[config.mk]
export PLATFORM = sky130hd
export DESIGN_NAME = rst_seq_gen
export DESIGN_NICKNAME = d
export VERILOG_FILES = /design/src/rtl/rst_seq_gen_pkg.sv /design/src/rtl/rst_seq_gen_btn.sv /design/src/rtl/rst_seq_gen.sv
export SDC_FILE = /design/constraint.sdc
export NUM_CORES = 1
export LEC_CHECK = 0
export ABC_AREA = 1
export BUFFER_PORTS_ARGS = -buffer_cell sky130_fd_sc_hd__clkbuf_2
export CAP_MARGIN = 20
export CORE_ASPECT_RATIO = 0.9
export CORE_MARGIN = 3
export CORE_UTILIZATION = 45
export DETAILED_ROUTE_END_ITERATION = 8
export PLACE_DENSITY = 0.66
export SLEW_MARGIN = 20
export SYNTH_ARGS = -nofsm -noshare
export SYNTH_HDL_FRONTEND = slang
export SYNTH_HIERARCHICAL = 1
export SYNTH_SLANG_ARGS = --single-unit
[constraint.sdc]
create_clock -name clk -period 2 [get_ports clk]
set_clock_uncertainty 0.1 [all_clocks]
set_input_delay 0 -clock clk [delete_from_list [all_inputs] [get_ports clk]]
set_output_delay 0 -clock clk [all_outputs]
set_load 0.03 [all_outputs]
[src/rtl/rst_seq_gen_pkg.sv]
// Shared definitions for the reset sequencer.
//   state_e   : sequencer state encoding (ST_HOLD, ST_RELEASE, ST_IDLE)
//   cnt_width : width of a counter that must reach max(a, b) without wrapping
//   idx_width : width of an index over n items, never less than one bit
package rst_seq_gen_pkg;

  typedef enum logic [1:0] {
    ST_HOLD    = 2'd0,
    ST_RELEASE = 2'd1,
    ST_IDLE    = 2'd2
  } state_e;

  function automatic int unsigned cnt_width(input int unsigned a, input int unsigned b);
    int unsigned m;
    m = (a > b) ? a : b;
    return $clog2(m + 1);
  endfunction

  function automatic int unsigned idx_width(input int unsigned n);
    return (n > 1) ? $clog2(n) : 1;
  endfunction

endpackage

[src/rtl/rst_seq_gen_btn.sv]
// Push-button front end for the reset sequencer.
// A 2-FF synchronizer feeds a debouncer that accepts a new level only after
// DEBOUNCE_CYCLES consecutive equal samples; a one-cycle pulse marks each
// accepted rising edge. Latency from a btn edge to the cycle in which the
// pulse is sampled downstream is 2 + DEBOUNCE_CYCLES.
// Ports:
//   clk  : system clock
//   rst  : synchronous active-high reset, clears all state (level = 0)
//   btn  : asynchronous push-button input
//   rise : registered one-cycle pulse on a debounced rising edge
module btn_debounce
  import rst_seq_gen_pkg::*;
#(
  parameter int unsigned DEBOUNCE_CYCLES = 1000
) (
  input  logic clk,
  input  logic rst,
  input  logic btn,
  output logic rise
);

  localparam int unsigned CntW = cnt_width(DEBOUNCE_CYCLES, 0);
  localparam logic [CntW-1:0] LastCnt = CntW'(DEBOUNCE_CYCLES - 1);

  logic            sync1_q, sync2_q;
  logic            level_q, level_d;
  logic [CntW-1:0] cnt_q, cnt_d;
  logic            rise_q, rise_d;

  // cnt_q counts consecutive samples that disagree with the accepted level;
  // the DEBOUNCE_CYCLES-th such sample flips the level.
  always_comb begin
    level_d = level_q;
    cnt_d   = cnt_q;
    if (sync2_q == level_q) begin
      cnt_d = '0;
    end else if (cnt_q == LastCnt) begin
      level_d = sync2_q;
      cnt_d   = '0;
    end else begin
      cnt_d = cnt_q + CntW'(1);
    end
    rise_d = level_d & ~level_q;
  end

  always_ff @(posedge clk) begin
    if (rst) begin
      sync1_q <= 1'b0;
      sync2_q <= 1'b0;
      level_q <= 1'b0;
      cnt_q   <= '0;
      rise_q  <= 1'b0;
    end else begin
      sync1_q <= btn;
      sync2_q <= sync1_q;
      level_q <= level_d;
      cnt_q   <= cnt_d;
      rise_q  <= rise_d;
    end
  end

  assign rise = rise_q;

endmodule

[src/rtl/rst_seq_gen.sv]
// Reset generator and sequencer.
// Holds all NUM_OUT reset lines high for HOLD_CYCLES after the origin edge
// (reset release, or req sampled while idle), then releases them one at a
// time, bit 0 first, STAGE_CYCLES apart. Requests during a running sequence
// are dropped. All outputs are registered.
// Optional build macro RST_SEQ_GEN_BTN_DEBOUNCE_EN adds the btn input, whose
// debounced rising edge acts like req.
// Ports:
//   clk     : system clock
//   rst     : synchronous active-high reset, restarts the sequence from HOLD
//   req     : software reset request (pulse or level)
//   btn     : push-button reset (only with RST_SEQ_GEN_BTN_DEBOUNCE_EN)
//   rst_out : sequenced active-high resets, bit 0 released first
//   busy    : high while any rst_out bit is asserted
//   done    : one-cycle pulse in the cycle after the final release
module rst_seq_gen
  import rst_seq_gen_pkg::*;
#(
  parameter int unsigned NUM_OUT         = 3,
  parameter int unsigned HOLD_CYCLES     = 16,
  parameter int unsigned STAGE_CYCLES    = 4,
  parameter int unsigned DEBOUNCE_CYCLES = 1000
) (
  input  logic               clk,
  input  logic               rst,
  input  logic               req,
`ifdef RST_SEQ_GEN_BTN_DEBOUNCE_EN
  input  logic               btn,
`endif
  output logic [NUM_OUT-1:0] rst_out,
  output logic               busy,
  output logic               done
);

  localparam int unsigned CntW = cnt_width(HOLD_CYCLES, STAGE_CYCLES);
  localparam int unsigned IdxW = idx_width(NUM_OUT);

  localparam logic [CntW-1:0] CntMax   = '1;
  localparam logic [CntW-1:0] HoldCnt  = CntW'(HOLD_CYCLES);
  localparam logic [CntW-1:0] StageCnt = CntW'(STAGE_CYCLES);
  localparam logic [IdxW-1:0] LastIdx  = IdxW'(NUM_OUT - 1);

  if (NUM_OUT == 0 || HOLD_CYCLES == 0 || STAGE_CYCLES == 0 || DEBOUNCE_CYCLES == 0)
  begin : g_bad_param
    $error("rst_seq_gen: parameters must all be at least 1");
  end

  logic req_eff;

`ifdef RST_SEQ_GEN_BTN_DEBOUNCE_EN
  logic btn_req;

  btn_debounce #(
    .DEBOUNCE_CYCLES(DEBOUNCE_CYCLES)
  ) u_btn_debounce (
    .clk (clk),
    .rst (rst),
    .btn (btn),
    .rise(btn_req)
  );

  assign req_eff = req | btn_req;
`else
  assign req_eff = req;
`endif

  state_e             state_q, state_d;
  logic [CntW-1:0]    cnt_q, cnt_d;
  logic [IdxW-1:0]    stage_q, stage_d;
  logic [NUM_OUT-1:0] rst_out_q, rst_out_d;
  logic               busy_q, busy_d;
  logic               done_q, done_d;

  // cnt_q holds the number of edges since the last origin or release, so a
  // release fires when it equals HOLD_CYCLES or STAGE_CYCLES. Loading 1 on
  // the origin/release edge keeps req-started and reset-started timing equal.
  always_comb begin
    state_d   = state_q;
    cnt_d     = (cnt_q == CntMax) ? cnt_q : cnt_q + CntW'(1);
    stage_d   = stage_q;
    rst_out_d = rst_out_q;
    busy_d    = busy_q;
    done_d    = 1'b0;

    unique case (state_q)
      ST_HOLD: begin
        if (cnt_q == HoldCnt) begin
          rst_out_d[0] = 1'b0;
          cnt_d        = CntW'(1);
          if (NUM_OUT == 1) begin
            state_d = ST_IDLE;
            busy_d  = 1'b0;
            done_d  = 1'b1;
          end else begin
            state_d = ST_RELEASE;
            stage_d = IdxW'(1);
          end
        end
      end

      ST_RELEASE: begin
        if (cnt_q == StageCnt) begin
          for (int unsigned i = 0; i < NUM_OUT; i++) begin
            if (stage_q == IdxW'(i)) rst_out_d[i] = 1'b0;
          end
          cnt_d = CntW'(1);
          if (stage_q == LastIdx) begin
            state_d = ST_IDLE;
            busy_d  = 1'b0;
            done_d  = 1'b1;
          end else begin
            stage_d = stage_q + IdxW'(1);
          end
        end
      end

      ST_IDLE: begin
        cnt_d = cnt_q;
        if (req_eff) begin
          state_d   = ST_HOLD;
          cnt_d     = CntW'(1);
          stage_d   = '0;
          rst_out_d = '1;
          busy_d    = 1'b1;
        end
      end

      default: begin
        state_d   = ST_HOLD;
        cnt_d     = '0;
        stage_d   = '0;
        rst_out_d = '1;
        busy_d    = 1'b1;
      end
    endcase
  end

  always_ff @(posedge clk) begin
    if (rst) begin
      state_q   <= ST_HOLD;
      cnt_q     <= '0;
      stage_q   <= '0;
      rst_out_q <= '1;
      busy_q    <= 1'b1;
      done_q    <= 1'b0;
    end else begin
      state_q   <= state_d;
      cnt_q     <= cnt_d;
      stage_q   <= stage_d;
      rst_out_q <= rst_out_d;
      busy_q    <= busy_d;
      done_q    <= done_d;
    end
  end

  assign rst_out = rst_out_q;
  assign busy    = busy_q;
  assign done    = done_q;

endmodule

# Yosys cells after proc, flatten, opt, wreduce, memory -nomap -nowiden
# Index checks and enable logic that the tools add are counted.
[op_classes] add_sub_neg=2 n_eq_ne=14 mux=25 bitwise=3 reduce_logical=8
[op_table] cell="two-way mux 5 bit" count=4
[op_table] cell="AND reduction 4 bit" count=5
[op_table] cell="one-hot mux 2 bit (3 select lines)" count=3
[op_table] cell="one-hot mux 5 bit (3 select lines)" count=1
[op_table] cell="!= test 2 bit (second input constant)" count=7
[op_table] cell="two-way mux 2 bit" count=6
[op_table] cell="== test 5 bit (second input constant)" count=2
[op_table] cell="two-way mux 1 bit" count=7
[op_table] cell="two-way mux 3 bit" count=2
[op_table] cell="one-hot mux 1 bit (3 select lines)" count=2
[op_table] cell="adder 5 x 1 -> 5 bit (second input constant)" count=1
[op_table] cell="== test 5 x 3 -> 1 bit (second input constant)" count=1
[op_table] cell="== test 2 x 1 -> 1 bit (second input constant)" count=2
[op_table] cell="== test 2 bit (second input constant)" count=2
[op_table] cell="logical NOT 2 bit" count=2
[op_table] cell="NOT 1 bit" count=3
[op_table] cell="OR reduction 3 bit" count=1
[op_table] cell="adder 2 x 1 -> 2 bit (second input constant)" count=1
[word_totals] ff_bits=14 input_bits=3 output_inout_bits=5 wordCells=60

# Logic depth before layout (Yosys ltp)
[depth] word_depth=4 depth_mapped=11 ltp_nobuf=11

# Worst setup path before layout
# Ideal clock, no wire load.
[synth_timing] kind="reg-to-reg" startpoint="register cnt_q[0]" endpoint="register stage_q[0]" setup_ps=113 arrival_time_ps=1195 setup_slack_ps=592 stages_incl_launch_ff=12 n_path_buf=0 synth_period_minus_slack_ps=1408 cell_sequence="dfxtp_1 > inv_1 > ha_1 > inv_1 > nor2_1 > nand2_1 > nand2_1 > nand2_2 > nor2_2 > nand2_1 > nand2_1 > nor2_1"
[synth_via] elab_chain_cells=3 elab_cells_between_ends=5
[synth_lines] element="start: declaration" line_no="rst_seq_gen.sv:68" source="logic [CntW-1:0] cnt_q, cnt_d;"
[synth_lines] element="start signal: assignment" line_no="rst_seq_gen.sv:148" source="cnt_q <= cnt_d;"
[synth_lines] element="== test 5 x 3 -> 1 bit / == test 5 bit (equally long branches)" line_no="rst_seq_gen.sv:102, rst_seq_gen.sv:87"
[synth_lines] element="!= test 2 bit (no source line)"
[synth_lines] element="AND reduction 4 bit (no source line) *"
[synth_lines] element="end signal: assignment" line_no="rst_seq_gen.sv:149" source="stage_q <= stage_d;"
[synth_lines] element="end: declaration" line_no="rst_seq_gen.sv:69" source="logic [IdxW-1:0] stage_q, stage_d;"
# Mark *: on every way between the ends. The rest lies on a longest branch, timed or not.
# A chain may end at the register's enable or synchronous reset.

# Final worst setup path
# Ends and elaborated chain as after synthesis.

==> results.toml <==
[synth]
yosysUniqueCellTypes = 24
synth_edf_count = 0
synth_area_leaders = "dfxtp_1, nand2_1, inv_1"
synth_area_um2 = 775.7
synth.yosys.seq_area_share = 0.3355
ys_ff_latch = 13
synthFlopType = "dfxtp_1"
synth_nets = 121
netlist.area_leader.share = 0.3355
synth.largest_area_cell = "dfxtp_1"
yosysMostFrequentCell = "nand2_1"
yosysWarnings = 6
synthArstFlopShare = 0
synthCells = 113
postSynthAreaPerCell_um2 = 6.865
synth_common_cells = "nand2_1, inv_1, dfxtp_1, nor2_1"

[route]
post_drt_wl_per_cell_um = 10.58
postRouteWirelength_um = 1544
vias_per_cell = 4.822
drt_iter0_drc = 32
ant_nets = 0
vias = 704
drtPass1Iterations = 4
drcViolationCount = 0

[critical_path]
crit_top_cell = "nand2_1"
crit_chain = "inv_1 > ha_1 > inv_1 > nor2_1 > nand2_1 > nand2_1 > nand2_2 > nor2_2 > nand2_1 > nand2_1 > nor2_1"
cp_max_fo = 3
path_class = "reg -> reg"
end_kind = "flip-flop"
cp.arrival_ps = 1650
required_ps = 2080
critical_path.top_delay_family = "simple AND/OR/NAND/NOR gates"
start_kind = "flip-flop"
crit_slowest_cell = "dfxtp_1"
cp.buffers_inverters = 2
critPathMaxStageDelay_ps = 330

[final_layout]
syn2layout_area_growth_pct = 11.77
multi_input_area_um2 = 432.9
seq_area_um2 = 260.3
n_antenna_cell = 0
drive_gt1_frac = 0.1855
nFillCells = 159
nets = 133
utilization = 0.5671

[clocking]
cts_tree = "yes"
numCtsBuffers = 3
clock_path_buffers = 2
cts_num_sinks = 13
clock_tree.root_cell = "clkbuf_4"
htreeDepth = 1
clk_latency_ps = 270
post_cts_buffers = 0
clkTransAtPathRegs_ps = 80

[sta]
relSlewSlack = 0.7692
setup_violations = 0
hold_violations = 0
clock.fmax_mhz = 635.5
period_minus_slack_ps = 1573
final.setup.tns_ps = 0
worst_pin_slew_ps = 345.8
drv_slew = 0
post-route-period-util = 0.7867
rsz0062_at_grt = "false"

[worst_hold_path]
hold_path.class = "in -> reg"

[floorplan]
rows = 13
die_h_um = 45.39
die_width_um = 49.77
core_area_mm2 = 0.001529
die_area_mm2 = 0.002259
initial_core_util = 0.5074
pin_count = 8

[job]
max_cap_viol_count = 0

[grt]
grt_pass1_wl_um = 2594
antenna_found_initial = 0
grt_pass1_vias = 597
grt_overflow = 0
grtUsageTotal = 0.1549
grt_start_max_net_pins = 8

[pwr]
ir_worst_vdd_v = 0.0004136
p_per_area_mw_per_mm2 = 545.1
p_leak_nw = 0.4125
power_mw = 0.4726

[placed_design]
globalplace.congestion = 0.8513
port_buffers = 7
hpwl_um = 1217

[run_status]
status = "finished, final reports clean"
[where the power goes]
part           total (mW)  internal [mW]  leakage, nW  switching, mW
clock network       0.162         0.0774       0.0150         0.0844
registers           0.270          0.264        0.105        0.00581
logic              0.0406         0.0161        0.292         0.0245
total               0.473          0.358        0.412          0.115
[metrics by stage]
step	std cells	hold slack (ps)	area (µm²)	worst slack, ps
floorplan	113	-30.93	775.7	592.0
global placement	141	131.0	830.8	449.8
detailed placement	141	138.2	830.8	445.2
CTS	146	4.055	867.1	428.9
global route	146	41.24	867.1	287.1
finish	146	9.438	867.1	426.5
[cell families after synthesis]
logic type,count (synthesis),synth area share
flip-flops,13,0.3355
adder cells (fa/ha/maj),5,0.08065
buffers and inverters,21,0.1065
AO/OA/AOI/OAI,17,0.1226
XOR/XNOR,1,0.01129
AND/OR/NAND/NOR,56,0.3436
[repair_timing]
action	CTS	global route
hold endpoints to repair	4	0
hold buffers	1	0
resized for setup	0	0
[flip-flops by register name, summed over array words and instances (netlist names)]
name     flops
stage_q      2
cnt_q        5
done         1
state_q      2
rst_out      3
[worst paths after layout]
| check | startpoint | end | slack, ps | cells past startpoint |
|---|---|---|---|---|
| hold reg to reg | rst_out[1] | rst_out[1] | 350 | 2 |
| hold / removal | req | state_q[1] | 9 | 4 |
| setup / recovery | cnt_q[0] | stage_q[0] | 430 | 11 |
| setup reg to reg | cnt_q[0] | stage_q[0] | 430 | 11 |
[metal layers]
layer	vias to the layer above	track usage	wire (µm)
met3	4	0.05246	93
met1	305	0.2140	816
li1	377	-	-
met5	-	0	0
met4	0	0.06630	22
met2	18	0.2190	611
[placed cells by master (no fill, tap or decap), drive strengths merged]
cell and count:
xor2 1, dlygate4sd3 1, nand3b 1, nor3 1, or2 1, nand4 1
nor2 18, o21bai 1, nand3 5, o22ai 1, nand2 29, o2111ai 1
clkbuf 11, o21ai 7, dfxtp 13, inv 20, o211ai 1, ha 5
a21oi 6
[cell type report]
cell class              count  area share
well taps                  22     0.03175
flip-flops and latches     13      0.3001
inverters                  20     0.08658
multi-input cells          79      0.4993
clock buffers               4     0.03030
repair buffers              8     0.05195
[worst reg2reg max path, cell delays in order (launching register included)]
cell     delay [ps]
dfxtp_1         330
inv_1           110
ha_1            160
inv_1            40
nor2_1          140
nand2_1         120
nand2_1         130
nand2_2          90
nor2_2          120
nand2_1          60
nand2_1          50
nor2_1           40
(Power assumes the default switching activity.)
